## src/rtl/ir_nec_transmitter_if.sv

```systemverilog
// Handshake/bus bundle for ir_nec_transmitter.
// The repeat_req signal exists only when IR_TX_REPEAT_EN is defined.
interface ir_nec_tx_if;
  logic        start;
  logic [31:0] data;
`ifdef IR_TX_REPEAT_EN
  logic        repeat_req;
`endif
  logic        busy;
  logic        done;
  logic        ir_envelope;
  logic        ir_tx;

`ifdef IR_TX_REPEAT_EN
  modport master (output start, data, repeat_req, input busy, done, ir_envelope, ir_tx);
  modport slave  (input start, data, repeat_req, output busy, done, ir_envelope, ir_tx);
`else
  modport master (output start, data, input busy, done, ir_envelope, ir_tx);
  modport slave  (input start, data, output busy, done, ir_envelope, ir_tx);
`endif
endinterface

```

## src/rtl/ir_nec_transmitter.sv

```systemverilog
// NEC IR transmitter: serialises a 32-bit code LSB-first into NEC mark/space
// timing and drives a carrier-modulated LED output.
// Optional macro IR_TX_REPEAT_EN adds the NEC repeat-code frame (repeat_req).
//
// state      | meaning
// IDLE       | waiting for start (busy=0)
// LEAD_MARK  | 16-unit leader mark
// LEAD_SPACE | 8-unit leader space
// BIT_MARK   | 1-unit mark before each data bit
// BIT_SPACE  | 1 unit (bit=0) or 3 units (bit=1) of space
// REP_SPACE  | 4-unit space of a repeat code (IR_TX_REPEAT_EN only)
// STOP_MARK  | 1-unit trailing mark
// GAP        | GAP_UNITS of enforced idle; done pulses on exit
module ir_nec_transmitter #(
  parameter int UNIT_CYCLES  = 28125,
  parameter int CARRIER_DIV  = 1316,
  parameter int CARRIER_HIGH = 439,
  parameter int GAP_UNITS    = 40
) (
  input  logic         clk_50,
  input  logic         resend,
  ir_nec_tx_if.slave   bus
);

  localparam int MAX_UNITS = (GAP_UNITS > 16) ? GAP_UNITS : 16;
  localparam int UW = $clog2(MAX_UNITS + 1);
  localparam int CW = (UNIT_CYCLES > 1) ? $clog2(UNIT_CYCLES) : 1;
  localparam int KW = (CARRIER_DIV > 1) ? $clog2(CARRIER_DIV) : 1;

  typedef enum logic [2:0] {
    IDLE,
    LEAD_MARK,
    LEAD_SPACE,
    BIT_MARK,
    BIT_SPACE,
`ifdef IR_TX_REPEAT_EN
    REP_SPACE,
`endif
    STOP_MARK,
    GAP
  } state_t;

  state_t        state, state_nxt;
  logic [CW-1:0] cyc_cnt;
  logic [UW-1:0] unit_cnt;
  logic [UW-1:0] last_unit;
  logic [4:0]    bit_idx;
  logic [31:0]   data_q;
  logic [KW-1:0] car_cnt, car_nxt;
  logic          unit_end;
  logic          accept;
  logic          mark_nxt;
  logic          busy_q, done_q, env_q, tx_q;
`ifdef IR_TX_REPEAT_EN
  logic          rep_q;
`endif

  assign bus.busy        = busy_q;
  assign bus.done        = done_q;
  assign bus.ir_envelope = env_q;
  assign bus.ir_tx       = tx_q;

  // State register.
  always_ff @(posedge clk_50 or posedge resend) begin
    if (resend) state <= IDLE;
    else        state <= state_nxt;
  end

  // Next-state decode: each state lasts last_unit+1 units of UNIT_CYCLES clocks.
  always_comb begin
    state_nxt = state;
    last_unit = '0;
    accept    = 1'b0;
    unit_end  = 1'b0;
    case (state)
      LEAD_MARK:  last_unit = UW'(15);
      LEAD_SPACE: last_unit = UW'(7);
      BIT_SPACE:  last_unit = data_q[bit_idx] ? UW'(2) : UW'(0);
`ifdef IR_TX_REPEAT_EN
      REP_SPACE:  last_unit = UW'(3);
`endif
      GAP:        last_unit = UW'(GAP_UNITS - 1);
      default:    last_unit = '0;
    endcase
    unit_end = (cyc_cnt == CW'(UNIT_CYCLES - 1)) && (unit_cnt == last_unit);
    case (state)
      IDLE: begin
`ifdef IR_TX_REPEAT_EN
        if (bus.start || bus.repeat_req) begin
`else
        if (bus.start) begin
`endif
          accept    = 1'b1;
          state_nxt = LEAD_MARK;
        end
      end
      LEAD_MARK: if (unit_end) begin
`ifdef IR_TX_REPEAT_EN
        state_nxt = rep_q ? REP_SPACE : LEAD_SPACE;
`else
        state_nxt = LEAD_SPACE;
`endif
      end
      LEAD_SPACE: if (unit_end) state_nxt = BIT_MARK;
      BIT_MARK:   if (unit_end) state_nxt = BIT_SPACE;
      BIT_SPACE:  if (unit_end) state_nxt = (bit_idx == 5'd31) ? STOP_MARK : BIT_MARK;
`ifdef IR_TX_REPEAT_EN
      REP_SPACE:  if (unit_end) state_nxt = STOP_MARK;
`endif
      STOP_MARK:  if (unit_end) state_nxt = GAP;
      GAP:        if (unit_end) state_nxt = IDLE;
      default:    state_nxt = IDLE;
    endcase
  end

  // Carrier phase restarts on entry to any mark so each mark begins high.
  always_comb begin
    mark_nxt = (state_nxt == LEAD_MARK) || (state_nxt == BIT_MARK) || (state_nxt == STOP_MARK);
    if (mark_nxt && (state_nxt != state))  car_nxt = '0;
    else if (car_cnt == KW'(CARRIER_DIV - 1)) car_nxt = '0;
    else                                      car_nxt = car_cnt + 1'b1;
  end

  // Unit timing and bit position; both counters restart on every state change.
  always_ff @(posedge clk_50 or posedge resend) begin
    if (resend) begin
      cyc_cnt  <= '0;
      unit_cnt <= '0;
      bit_idx  <= '0;
    end else begin
      if (state_nxt != state) begin
        cyc_cnt  <= '0;
        unit_cnt <= '0;
      end else if (state != IDLE) begin
        if (cyc_cnt == CW'(UNIT_CYCLES - 1)) begin
          cyc_cnt  <= '0;
          unit_cnt <= unit_cnt + 1'b1;
        end else begin
          cyc_cnt <= cyc_cnt + 1'b1;
        end
      end
      if (accept)
        bit_idx <= '0;
      else if (state == BIT_SPACE && state_nxt == BIT_MARK)
        bit_idx <= bit_idx + 1'b1;
    end
  end

  // Latch the code on a data frame; a repeat frame leaves data_q untouched.
  always_ff @(posedge clk_50 or posedge resend) begin
    if (resend) begin
      data_q <= '0;
`ifdef IR_TX_REPEAT_EN
      rep_q  <= 1'b0;
`endif
    end else if (accept) begin
`ifdef IR_TX_REPEAT_EN
      rep_q <= !bus.start;
      if (bus.start) data_q <= bus.data;
`else
      data_q <= bus.data;
`endif
    end
  end

  // Registered outputs derived from the next state so they line up with it.
  always_ff @(posedge clk_50 or posedge resend) begin
    if (resend) begin
      car_cnt <= '0;
      busy_q  <= 1'b0;
      done_q  <= 1'b0;
      env_q   <= 1'b0;
      tx_q    <= 1'b0;
    end else begin
      car_cnt <= car_nxt;
      busy_q  <= (state_nxt != IDLE);
      done_q  <= (state == GAP) && (state_nxt == IDLE);
      env_q   <= mark_nxt;
      tx_q    <= mark_nxt && (car_nxt < KW'(CARRIER_HIGH));
    end
  end

endmodule

```

## src/flat_wrapper.sv

```systemverilog
// flat-port wrapper written by rule: the top's interface ports become plain ports
module ir_nec_transmitter_flat 
#(
  parameter int UNIT_CYCLES  = 28125,
  parameter int CARRIER_DIV  = 1316,
  parameter int CARRIER_HIGH = 439,
  parameter int GAP_UNITS    = 40
)
  (clk_50, resend, bus_start, bus_data, bus_busy, bus_done, bus_ir_envelope, bus_ir_tx);
  ir_nec_tx_if bus_i ();
  input  logic clk_50;
  input  logic resend;
  input wire logic [$bits(bus_i.start)-1:0] bus_start;
  input wire logic [$bits(bus_i.data)-1:0] bus_data;
  output wire logic [$bits(bus_i.busy)-1:0] bus_busy;
  output wire logic [$bits(bus_i.done)-1:0] bus_done;
  output wire logic [$bits(bus_i.ir_envelope)-1:0] bus_ir_envelope;
  output wire logic [$bits(bus_i.ir_tx)-1:0] bus_ir_tx;
  assign bus_i.start = bus_start;
  assign bus_i.data = bus_data;
  assign bus_busy = bus_i.busy;
  assign bus_done = bus_i.done;
  assign bus_ir_envelope = bus_i.ir_envelope;
  assign bus_ir_tx = bus_i.ir_tx;
  ir_nec_transmitter #(.UNIT_CYCLES(UNIT_CYCLES), .CARRIER_DIV(CARRIER_DIV), .CARRIER_HIGH(CARRIER_HIGH), .GAP_UNITS(GAP_UNITS)) u_core (.clk_50(clk_50), .resend(resend), .bus(bus_i));
endmodule
```

## config.mk

```make
export PLATFORM = sky130hd
export DESIGN_NAME = ir_nec_transmitter_flat
export DESIGN_NICKNAME = d
export VERILOG_FILES = /design/src/rtl/ir_nec_transmitter_if.sv /design/src/rtl/ir_nec_transmitter.sv /design/src/flat_wrapper.sv
export SDC_FILE = /design/constraint.sdc
export NUM_CORES = 1
export LEC_CHECK = 0
export ABC_AREA = 1
export CAP_MARGIN = 25
export CORE_MARGIN = 2
export CORE_UTILIZATION = 44
export CTS_CLUSTER_DIAMETER = 50
export CTS_CLUSTER_SIZE = 12
export DETAILED_ROUTE_END_ITERATION = 10
export GPL_ROUTABILITY_DRIVEN = 0
export SLEW_MARGIN = 25
export SYNTH_ARGS = -nofsm -noshare
export SYNTH_HDL_FRONTEND = slang
export SYNTH_SLANG_ARGS = --single-unit
```

## constraint.sdc

```tcl
create_clock -name clk_50 -period 5.25 [get_ports clk_50]
set_clock_uncertainty 0.2 [all_clocks]
set_input_delay 0.525 -clock clk_50 [delete_from_list [all_inputs] [get_ports clk_50]]
set_output_delay 0.525 -clock clk_50 [all_outputs]
set_load 0.05 [all_outputs]
```

-- Word-level counts from Yosys, hierarchy flattened
Index checks and enable logic that the tools add are counted.
Widths: inputs -> output; s select.
- $add $sub $neg: 4
- multiply operators: 0
- div/mod/pow operators: 0
- magnitude comparators: 2
- eq/ne operators: 14
- shift-type cells: 0
- muxes and demuxes: 25
- bitwise gates (word level): 0
- reductions and logical operators: 15
- operators by type and width (operator ; number):
    $mux 15 ; 3
    $mux 3 ; 8
    $pmux 6 s4 ; 1
    $mux 11 ; 2
    $pmux 3 s7 ; 1
    $mux 6 ; 3
    $add 15x1->15 const B ; 1
    $eq 15x15->1 const B ; 1
    $eq 3x3->1 const B ; 4
    $add 11x1->11 const B ; 1
    $eq 11x11->1 const B ; 1
    $lt 11x9->1 const B ; 1
    $mux 5 ; 2
    $eq 3x2->1 const B ; 3
    $add 6x1->6 const B ; 1
    $eq 3x1->1 const B ; 2
    $eq 6x6->1 ; 1
    $logic_not 3->1 ; 2
    $lt 5x6->1 const B ; 1
    $reduce_bool 2->1 ; 3
    $reduce_bool 3->1 ; 2
    $add 5x1->5 const B ; 1
    $bmux 1 s5 ; 1
    $eq 5x5->1 const B ; 1
    6 further kinds ; 13
- bits in registers: 76
- bits in latches: 0
- memory bits (writable): 0
- ROM bits: 0
- input port bits: 35
- output and inout port bits: 4
- logic and storage cells: 70
- memories: 0

-- Longest topological paths before layout
Gate-level depths: netlist of the first run.
- depth after elaboration: 15
- mapped depth: 25
- mapped depth without buffers: 25

-- Least setup slack after synthesis of the first run
OpenSTA, ideal clock, no wires.
- path kind: reg-to-reg
- start: register u_core.bit_idx[0]
- end: register u_core.cyc_cnt[14]
- library setup time: 120 ps
- arrival time: 2316 ps
- data required time: 4930 ps
- slack: 2614 ps
- cell stages (with the launch flop): 21
- buffers on the path: 2
- clock period less this slack: 2636 ps
- cells stage by stage: dfrtp_1 -> buf_4 -> nand2_1 -> nand3_1 -> nand3_1 -> nand2_1 -> nor2_1 -> nand2_1 -> nand3_1 -> nand2_1 -> nand2_1 -> nand3_4 -> o21ai_0 -> nand4_1 -> nand2_4 -> inv_4 -> nand2_4 -> buf_6 -> nand4_1 -> o21ai_0 -> nor2_1
- longest elaborated chain between the ends: 10
- elaborated cells on any way between the ends: 18
- classes of those cells: eq/ne: 3; mux: 13; reduce/logical: 2
- ends and longest elaborated chain (element ; line ; source):
    from (decl) ; ir_nec_transmitter.sv:47 ; logic [4:0] bit_idx;
    from (signal assigned) ; ir_nec_transmitter.sv:145 ; bit_idx <= bit_idx + 1'b1;
    $bmux 1 s5 ; ir_nec_transmitter.sv:78 ; BIT_SPACE: last_unit = data_q[bit_idx] ? UW'(2) : UW'(0);
    $mux 1 (not written as such) ; ir_nec_transmitter.sv:78 ;
    $mux 2 ; ir_nec_transmitter.sv:78 ;
    $pmux 6 s4 ; ir_nec_transmitter.sv:75 ; case (state)
    $eq 6x6->1 ; ir_nec_transmitter.sv:85 ; unit_end = (cyc_cnt == CW'(UNIT_CYCLES - 1)) && (unit_cnt == last_unit);
    $logic_and 1x1->1 ; ir_nec_transmitter.sv:85 ;
    $mux 3 (tied with other cells) ; ir_nec_transmitter.sv:111 ; GAP: if (unit_end) state_nxt = IDLE;
    $pmux 3 s7 (*) ; ir_nec_transmitter.sv:86 ; case (state)
    $ne 3x3->1 (*) ; ir_nec_transmitter.sv:131 ; if (state_nxt != state) begin
    $mux 15 or $reduce_bool 2->1 (tied branches) ; -- ;
    to (signal assigned) ; ir_nec_transmitter.sv:139 ; cyc_cnt <= cyc_cnt + 1'b1;
    to (decl) ; ir_nec_transmitter.sv:44 ; logic [CW-1:0] cyc_cnt;
Mark *: on every way between the ends. The rest lies on a longest branch, timed or not. The select of a mux whose other input is x is not followed.
A chain may end at the register's enable or synchronous reset.

-- Worst setup path in the final report of the first run
- start: register u_core.bit_idx[0]
- end: register u_core.unit_cnt[4]
- longest elaborated chain between the ends: 11
- elaborated cells on any way between the ends: 20
- classes of those cells: eq/ne: 3; mux: 13; reduce/logical: 4
- ends and longest elaborated chain (element ; line ; source):
    $bmux 1 s5 ; ir_nec_transmitter.sv:78 ;
    $mux 1 (not written as such) ; ir_nec_transmitter.sv:78 ;
    $mux 2 ; ir_nec_transmitter.sv:78 ;
    $pmux 6 s4 ; ir_nec_transmitter.sv:75 ;
    $eq 6x6->1 ; ir_nec_transmitter.sv:85 ;
    $logic_and 1x1->1 ; ir_nec_transmitter.sv:85 ;
    $mux 3 (tied with other cells) ; ir_nec_transmitter.sv:111 ;
    $pmux 3 s7 (*) ; ir_nec_transmitter.sv:86 ;
    $ne 3x3->1 (*) ; ir_nec_transmitter.sv:131 ;
    $reduce_bool 2->1 (no source line) ; -- ;
    $reduce_and 2->1 (no source line) ; -- ;
    to (signal assigned) ; ir_nec_transmitter.sv:137 ; unit_cnt <= unit_cnt + 1'b1;
    to (decl) ; ir_nec_transmitter.sv:45 ; logic [UW-1:0] unit_cnt;
Marked as above.

==> results of run 1 <==
## cell usage after synthesis, types with 2 or more instances
library cell	instances
inv_2	3
inv_1	74
nand4_1	8
xor2_1	10
o31ai_1	3
nor2_2	3
o211ai_1	2
buf_4	4
nand3_1	46
nor4_1	8
dfrtp_1	76
ha_1	6
a21oi_1	14
nand2_1	158
nor3_1	20
nand2_4	2
o21ai_0	38
o41ai_1	2
and2_1	2
nor2_4	2
nor2_1	41
clkbuf_1	6
## worst max-delay path: cells and delay by family (launching register included)
| kind | cells | cell delay [ns] |
|---|---|---|
| compound gates | 2 | 0.50 |
| buf+inv | 2 | 0.42 |
| flops | 1 | 0.79 |
| simple gates | 14 | 1.65 |
## worst paths after layout
| path | endpoint | cells past startpoint |
|---|---|---|
| max | u_core.unit_cnt[4] | 18 |
| min | u_core.data_q[2] | 2 |
| max reg2reg | u_core.unit_cnt[4] | 18 |
| min reg2reg | u_core.data_q[2] | 2 |
| max in group asynchronous | u_core.unit_cnt[2] | 3 |
| min in group asynchronous | u_core.data_q[20] | 2 |
## routing by layer
| metal | share of wire, % | track usage [%] | wire length (µm) | vias up |
|---|---|---|---|---|
| li1 | - | - | - | 1821 |
| met1 | 47 | 25.3 | 4220 | 1624 |
| met2 | 48 | 33.6 | 4380 | 72 |
| met3 | 3.1 | 3.12 | 282 | 14 |
| met4 | 1.9 | 10.0 | 168 | 0 |
| met5 | 0 | 0 | 0 | - |
## layout make-up
cell class,count,area (µm²)
clock buffers,12,145
clock inverters,4,72.6
fillers,901,4370
inverters,78,295
multi-input cells,377,1830
flip-flops and latches,76,1900
well taps,111,139
repair buffers,40,395
## kinds of logic (layout without fill, tap and decap cells)
family	count (synthesis)	count (layout)	share of synthesized area, %
fa+ha+maj	6	6	1.83
compound gates	65	65	8.76
xor+xnor	10	10	2.14
simple gates	296	296	31.9
buf+inv	91	134	8.97
flops	76	76	46.4
## power groups by stage
stage | Sequential (mW) | Combinational, mW | Clock, mW
after floorplan | 0.597 | 0.00852 | 0
after global placement | 0.596 | 0.0380 | 0
after detailed placement | 0.596 | 0.0381 | 0
after CTS | 0.585 | 0.0382 | 0.513
after global routing | 0.585 | 0.0411 | 0.536
final | 0.585 | 0.0366 | 0.501
## through the flow
step / cells / worst slack, ns
3_5_place_dp: 682 / 1.61
3_3_place_gp: 682 / 1.87
5_1_grt: 698 / 1.07
4_1_cts: 698 / 1.57
2_1_floorplan: 544 / 2.59
6_report: 698 / 1.58
## state kept, by name, indices dropped and copies added (netlist names)
signal and cells:
u_core.bus.ir_tx 1, u_core.cyc_cnt 15, u_core.state 3, u_core.data_q 32
u_core.bus.ir_envelope 1, u_core.bit_idx 5, u_core.car_cnt 11, u_core.unit_cnt 6
u_core.bus.busy 1, u_core.bus.done 1
==> metrics.md, run 1 <==
| Metric | Value |
|---|---|
| Core area | `a little over 9000 µm²` |
| Worst reg2reg path startpoint | `u_core.bit_idx[0]` |
| Die Height | `~100 µm` |
| Number of flops mapped to enable cells by yosys | `0` |
| Post-CTS Setup Inserts | `0` |
| Clk root buf | `clkbuf_8` |
| Final critical-path required period | `about 3.7 ns` |
| Synthesized cell area | `roughly 4100 µm²` |
| CP max stage cell | `dfrtp_1` |
| Crit Path Max Fanout | `23` |
| Max clock buf depth | `2` |
| Most common cell after layout, fill and taps aside | `nand2_1` |
| Number of port buffers | `38` |
| Post-Syn Nets | `slightly below 600` |
| Worst hold slack | `between 0.2 and 0.3 ns` |
| Sw frac | `between 20% and 30%` |
| Final Cell Area | `roughly 4800 µm²` |
| Setup TNS | `0 ns` |
| Fin crit share | `around 70%` |
| Drt wl/cell | `~13 µm` |
| Post-Route WL | `9050 µm` |
| Max cap viols | `0` |
| DIE AREA | `roughly 10000 µm²` |
| Diode count | `0` |
| Cts repair resizes | `0` |
| Unrepaired setup endpoints after global routing | `false` |
| FF+latch count, synth | `76` |
| Pleak | `2.32 nW` |
| Cell Chain, Critical Path | `inv_2 -> nand2_1 -> nand3_1 -> nand3_1 -> nand2_1 -> nor2_1 -> nand2_1 -> nand3_1 -> nand2_1 -> nand2_1 -> nand3_4 -> o21ai_0 -> nand4_1 -> nand2_4 -> nor2_2 -> nor2_4 -> inv_2 -> o31ai_1` |
| DPL Wire Length | `6580 µm` |
| Global Route Usage Sum | `around 20%` |
| Gate power share | `under 10%` |
| Max Fclk | `about 0.27 GHz` |
| Routed vias/inst | `5.06` |
| Die W | `between 100 and 150 µm` |
| Routed Antenna Nets | `0` |
| H-tree depth | `3` |
| Drt initial violations | `141` |
| Seq/Total Area, Yosys | `approximately 46%` |
| Syn Inst Count | `roughly 540` |
| Row cnt | `35` |
| Hold buffer count at cts | `0` |
| Outcome | `finished clean` |
| Final Power | `1.12 mW` |
| Hold Path Class | `reg2reg` |
| Slowest stage delay, CP | `0.79 ns` |
| Setup slack, reg-to-reg | `about 1.6 ns` |
| DRC Markers | `0` |
| Peak VDD IR | `0.113 mV` |
| Clock Latency Late Sink | `about 0.36 ns` |
| TritonCTS Buffers | `9` |
| Hold path start | `u_core.data_q[2]` |
| Syn avg cell area | `around 7.5 µm²` |
| Crit Path Category | `reg2reg` |
| Slew @ Worst Pin | `0.862 ns` |
| Initial antenna violation count | `0` |
| Ys flop type | `dfrtp_1` |
| Clock-pin slew on the worst setup and hold paths | `about 0.08 ns` |
| Cell Pwr Density | `about 230 nW/µm²` |
| Layout cell share with drive strength beyond 1 | `5.45%` |
| Final slew viol count | `0` |
| Vias | `roughly 3500` |
| Final setup vio count | `0` |
| Largest net degree at the start of global routing | `48` |
| Synth area leader | `dfrtp_1` |
| Yosys cell types | `38` |
| Most frequent CP cell | `nand2_1` |
| Grt ovf | `0` |
| First-pass GRT wire length | `16000 µm` |
| Final Core Density | `between 50 and 60%` |
| Nets | `a little over 600` |
| Clock share of power | `44.7%` |
| DR pass1 iterations | `5` |
| CTS tree | `done` |
| Total I/O pin count | `39` |
| Internal power | `888 µW` |
| Final Hold Fails | `0` |
| Worst EP arrival | `around 3.7 ns` |
| Synth warnings | `0` |
| Most frequent cells in the layout | `158 x nand2_1, 76 x dfrtp_1, 72 x inv_1, 46 x nand3_1, 41 x nor2_1` |
| Layout area overhead | `16.6%` |
| Slew margin rel. | `between 40% and 50%` |
| Initial Utilization | `44.8%` |
| Vias in the first global route | `3480` |
| Async set or reset register ratio after synthesis | `100%` |
| Crit path required time | `between 5 and 6 ns` |
| Main area contributors after synthesis | `dfrtp_1 46%, nand2_1 14%, inv_1 6.8%` |
| Crit path capture type | `register` |
| P_sw | `~240 µW` |
| Start point of the critical path | `u_core.bit_idx[0]` |
| DP Area | `around 4600 µm²` |
| Yosys top cell area share | `between 40% and 50%` |
| Sequential fraction of design power | `52.1%` |
| Startpoint Class | `register` |
| CTS Sinks | `76` |
No activity file was read; power rests on OpenSTA's default activity.
==> inputs of run 2 (changes only) <==
clock period = 3.6 ns   (was 5.25 ns; I/O delays follow)
==> run 2 against run 1 <==
First-iteration DRC count shrank 3.5%. Hold slack lost 0.0048 ns. Routed wire length shrank 0.28%. Cell count grew 0.57%. Combinational power grew 52%. Die area is the same. Via count grew 0.82%. Total power grew 54%. Highest routed layer unchanged. Global-route usage shrank 0.74 points. Setup slack lost 1.3 ns. Largest power group unchanged. Critical path type unchanged. Non-clock buffer count grew 4.
==> metrics.md, run 2 (synthesized netlist as in run 1, its figures left out) <==
| Metric | Value |
|---|---|
| Initial antenna violation count | `0` |
| P_sw | `341 µW` |
| Die W | `101 µm` |
| Number of port buffers | `38` |
| Grt ovf | `0` |
| Final critical-path required period | `3.30 ns` |
| Reg with most FFs | `u_core.data_q` |
| First-pass GRT wire length | `15700 µm` |
| Hold Path Class | `in2async` |
| Routed vias/inst | `about 5.1` |
| H-tree depth | `3` |
| DRC Markers | `0` |
| Max clock buf depth | `2` |
| Most common cell after layout, fill and taps aside | `nand2_1` |
| Fin crit share | `a little over 90%` |
| Cts repair resizes | `0` |
| Clock Latency Late Sink | `roughly 0.35 ns` |
| Final Power | `1.73 mW` |
| Drt wl/cell | `12.8 µm` |
| Crit path capture type | `register` |
| Drt initial violations | `~140` |
| Flip-flop and latch area | `about 1900 µm²` |
| Die Height | `about 100 µm` |
| Worst EP arrival | `between 3 and 4 ns` |
| Slew margin rel. | `about 45%` |
| Vias in the first global route | `3582` |
| Sequential fraction of design power | `49.4%` |
| Final setup vio count | `0` |
| Initial Utilization | `~45%` |
| Setup ws final | `just under 0.3 ns` |
| Startpoint Class | `register` |
| Setup TNS | `0 ns` |
| Max cap viols | `0` |
| DIE AREA | `10100 µm²` |
| Top flop regs | `u_core.data_q x32, u_core.cyc_cnt x15, u_core.car_cnt x11` |
| Cell Chain, Critical Path | `inv_1 -> nand3_1 -> nand3_1 -> nand3_1 -> nand2_1 -> nand3_1 -> nand2_1 -> nand2_1 -> nand3_4 -> o21ai_0 -> nand4_1 -> nand2_4 -> nor2_4 -> nor2_4 -> inv_2 -> o31ai_1` |
| CP max stage cell | `dfrtp_1` |
| Largest net degree at the start of global routing | `just under 50` |
| Worst slack, placed | `approximately 0.32 ns` |
| Nets | `about 630` |
| Layout area overhead | `18.4%` |
| Post-CTS Setup Inserts | `0` |
| Peak VDD IR | `approximately 0.18 mV` |
| Worst path buffer plus inverter count | `2` |
| Crit Path Category | `reg2reg` |
| Post-Route WL | `between 9000 and 10000 µm` |
| Clk root buf | `clkbuf_8` |
| DP Area | `about 4600 µm²` |
| Vias | `3560` |
| Final Cell Area | `between 4000 and 5000 µm²` |
| DPL Wire Length | `6710 µm` |
| Internal power | `~1.4 mW` |
| Core area | `9150 µm²` |
| Outcome | `finished clean` |
| Layout cell share with drive strength beyond 1 | `6.09%` |
| Unrepaired setup endpoints after global routing | `false` |
| Final Core Density | `around 53%` |
| Final Hold Fails | `0` |
| Slowest stage delay, CP | `approximately 0.6 ns` |
| Sw frac | `roughly a fifth` |
| Pleak | `between 2 and 2.5 nW` |
| Final slew viol count | `0` |
| TritonCTS Buffers | `9` |
| Filler instances | `about 890` |
| Routed Antenna Nets | `0` |
| Gate power share | `3.2%` |
| Row cnt | `35` |
| Max Fclk | `0.303 GHz` |
| Number of flip-flops under the largest register name | `32` |
| DR pass1 iterations | `4` |
| Slew @ Worst Pin | `0.822 ns` |
| Area occupied by multi-input gates | `1830 µm²` |
| Clock-pin slew on the worst setup and hold paths | `roughly 0.080 ns` |
| CTS tree | `done` |
| Crit path required time | `about 3.7 ns` |
| Dominant delay contributor by cell family on the critical path | `simple AND/OR/NAND/NOR gates` |
| Diode count | `0` |
| Cell Pwr Density | `356 nW/µm²` |
| Total I/O pin count | `39` |
| Crit Path Max Fanout | `12` |
| Global Route Usage Sum | `about a fifth` |
| Most frequent CP cell | `nand3_1` |
| Clock share of power | `between 40% and 50%` |
| Most frequent cells in the layout | `158 x nand2_1, 76 x dfrtp_1, 73 x inv_1, 46 x nand3_1, 41 x nor2_1` |
| CTS Sinks | `76` |
| Hold buffer count at cts | `0` |
[run 2: cell type report]
cell class              count  area share (%)
clock buffers              12            3.20
clock inverters             4            1.96
inverters                  78            6.08
multi-input cells         377            37.7
flip-flops and latches     76            39.2
well taps                 111            2.86
repair buffers             44            9.02
[run 2: stage by stage]
stage,instances,hold slack [ns]
after floorplan,544,0.249
after global placement,686,0.269
after detailed placement,686,0.270
after CTS,702,0.290
after global routing,702,0.305
final,702,0.287
[run 2: layer usage]
layer  wire [µm]  vias up  share of wire (%)  GRT usage [%]
met5           0        -                  0              0
met2        4370       59                 48           32.9
met1        4180     1663                 46           24.5
met3         271       17                3.0           3.05
met4         201        0                2.2           8.01
li1            -     1821                  -              -
[run 2: power groups by stage]
| stage | sequential (mW) | clock (mW) | combinational [mW] |
|---|---|---|---|
| after floorplan | 0.870 | 0 | 0.0124 |
| after global placement | 0.870 | 0 | 0.0572 |
| after detailed placement | 0.870 | 0 | 0.0578 |
| after CTS | 0.853 | 0.835 | 0.0578 |
| after global routing | 0.853 | 0.872 | 0.0621 |
| final | 0.853 | 0.817 | 0.0555 |
[run 2: path summary, 6_finish.rpt]
path / start / cells after the start / end / slack [ns]
min: resend / 2 / u_core.data_q[20] / 0.29
max in group asynchronous: resend / 3 / u_core.data_q[31] / 2.22
max: u_core.bit_idx[1] / 16 / u_core.unit_cnt[4] / 0.30
max reg2reg: u_core.bit_idx[1] / 16 / u_core.unit_cnt[4] / 0.30
min reg2reg: u_core.data_q[15] / 2 / u_core.data_q[15] / 0.29
min in group clk_50: u_core.data_q[15] / 2 / u_core.data_q[15] / 0.29
==> inputs of run 3 (changes only) <==
SKIP_CTS_REPAIR_TIMING = 1   (was not set)
clock period = 3.8 ns   (was 3.6 ns; I/O delays follow)
==> run 3 against run 2 <==
Cell count fell by 0.28%. Flip-flop and latch count unchanged. Critical path depth is 1 higher. Largest cell class unchanged.
==> metrics.md, run 3 (synthesized netlist as in run 1, its figures left out) <==
| Metric | Value |
|---|---|
| Routed vias/inst | `between 5 and 6` |
| Slew @ Worst Pin | `about 0.75 ns` |
| Post-Route WL | `~9000 µm` |
| Grt ovf | `0` |
| Cell Chain, Critical Path | `inv_1 -> nand3_1 -> nand3_1 -> nand2_1 -> nor2_1 -> nand2_1 -> nand3_1 -> nand2_1 -> nand2_1 -> nand3_4 -> o21ai_0 -> nand4_1 -> nand2_4 -> nor2_2 -> nor2_4 -> inv_2 -> o31ai_1` |
| Internal power | `around 1.3 mW` |
| Top flop regs | `u_core.data_q x32, u_core.cyc_cnt x15, u_core.car_cnt x11` |
| Hold Path Class | `reg2reg` |
| Unrepaired setup endpoints after global routing | `false` |
| Clk root buf | `clkbuf_8` |
| Global Route Usage Sum | `a little under 20%` |
| Outcome | `finished clean` |
| Non-Filler Instances | `700` |
| Most common cell after layout, fill and taps aside | `nand2_1` |
| Max Fclk | `between 0.3 and 0.4 GHz` |
| P_sw | `approximately 310 µW` |
| Area occupied by multi-input gates | `1830 µm²` |
| Peak VDD IR | `around 0.18 mV` |
| DP Area | `4580 µm²` |
| Sequential fraction of design power | `roughly 50%` |
| Startpoint Class | `register` |
| Cell Pwr Density | `336 nW/µm²` |
| Crit path required time | `between 3 and 4 ns` |
| Largest net degree at the start of global routing | `between 70 and 80` |
| Max cap viols | `0` |
| Drt wl/cell | `12.7 µm` |
| Final Hold Fails | `0` |
| Layout area overhead | `17.8%` |
| CTS Sinks | `76` |
| Final Core Density | `approximately 53%` |
| DRC Markers | `0` |
| Gate power share | `under 10%` |
| Worst slack, placed | `approximately 0.58 ns` |
| Die Height | `just over 100 µm` |
| Routed Antenna Nets | `0` |
| Drt initial violations | `130` |
| First-pass GRT wire length | `15500 µm` |
| Row cnt | `35` |
| Initial antenna violation count | `0` |
| Setup ws final | `~0.56 ns` |
| Vias | `between 3000 and 4000` |
| Dominant delay contributor by cell family on the critical path | `simple AND/OR/NAND/NOR gates` |
| Crit path capture type | `register` |
| Worst EP arrival | `approximately 3.3 ns` |
| Core area | `a little over 9000 µm²` |
| CTS tree | `done` |
| Final slew viol count | `0` |
| Most frequent cells in the layout | `158 x nand2_1, 76 x dfrtp_1, 73 x inv_1, 46 x nand3_1, 41 x nor2_1` |
| Most frequent CP cell | `nand2_1` |
| Max clock buf depth | `2` |
| Clock share of power | `a little under half` |
| Diode count | `0` |
| Placed Instances | `684` |
| Crit Path Max Fanout | `12` |
| Setup TNS | `0 ns` |
| TritonCTS Buffers | `9` |
| Final Cell Area | `approximately 4800 µm²` |
| DR pass1 iterations | `4` |
| Flip-flop and latch area | `between 1500 and 2000 µm²` |
| Die W | `101 µm` |
| Final setup vio count | `0` |
| Layout cell share with drive strength beyond 1 | `5.77%` |
| Clock Latency Late Sink | `0.35 ns` |
| Slew margin rel. | `49.4%` |
| Final critical-path required period | `3.24 ns` |
| Clock-pin slew on the worst setup and hold paths | `~0.080 ns` |
| Number of flip-flops under the largest register name | `32` |
| Worst path buffer plus inverter count | `2` |
| Vias in the first global route | `about 3400` |
| H-tree depth | `3` |
| DIE AREA | `slightly above 10000 µm²` |
| Number of port buffers | `38` |
| Pleak | `2.35 nW` |
| Worst hold slack | `0.289 ns` |
| Nets | `between 600 and 700` |
| Filler instances | `~900` |
| Slowest stage delay, CP | `about 0.52 ns` |
| Reg with most FFs | `u_core.data_q` |
| Initial Utilization | `approximately 45%` |
| DPL Wire Length | `between 6000 and 7000 µm` |
| CP max stage cell | `dfrtp_1` |
| Total I/O pin count | `39` |
| Sw frac | `19.3%` |
| Crit Path Category | `reg2reg` |
| Final Power | `approximately 1.6 mW` |
| Fin crit share | `a little under nine tenths` |
## run 3: path summary, 6_finish.rpt
kind	startpoint	end	slack, ns	cells after the start
worst max-delay path	u_core.bit_idx[1]	u_core.unit_cnt[5]	0.56	17
worst min-delay path	u_core.data_q[2]	u_core.data_q[2]	0.29	2
worst max register to register	u_core.bit_idx[1]	u_core.unit_cnt[5]	0.56	17
worst min register to register	u_core.data_q[2]	u_core.data_q[2]	0.29	2
max in group asynchronous	resend	u_core.data_q[29]	2.61	3
min in group asynchronous	resend	u_core.data_q[20]	0.32	3
## run 3: power groups by stage
stage / Sequential (mW) / Clock (mW) / Combinational (mW)
floorplan: 0.824 / 0 / 0.0118
global placement: 0.824 / 0 / 0.0519
detailed placement: 0.824 / 0 / 0.0522
CTS: 0.808 / 0.793 / 0.0521
global route: 0.808 / 0.833 / 0.0571
finish: 0.808 / 0.765 / 0.0507
## run 3: layer usage
layer / global-route usage (%) / share of wire (%)
met1: 25.4 / 48
met2: 32.4 / 48
met3: 4.02 / 3.3
met5: 0 / 0
met4: 5.37 / 0.98
## run 3: tightest hold or removal path, cell delays in order (launching register included)
cell and delay, ns:
dfrtp_1 0.35, nand2_1 0.06, nand2_1 0.05
## run 3: layout make-up
class                   count  share of cell area [%]
clock inverters             4                    1.97
well taps                 111                    2.88
multi-input cells         377                    37.9
repair buffers             42                    8.58
inverters                  78                    6.11
flip-flops and latches     76                    39.4
clock buffers              12                    3.21
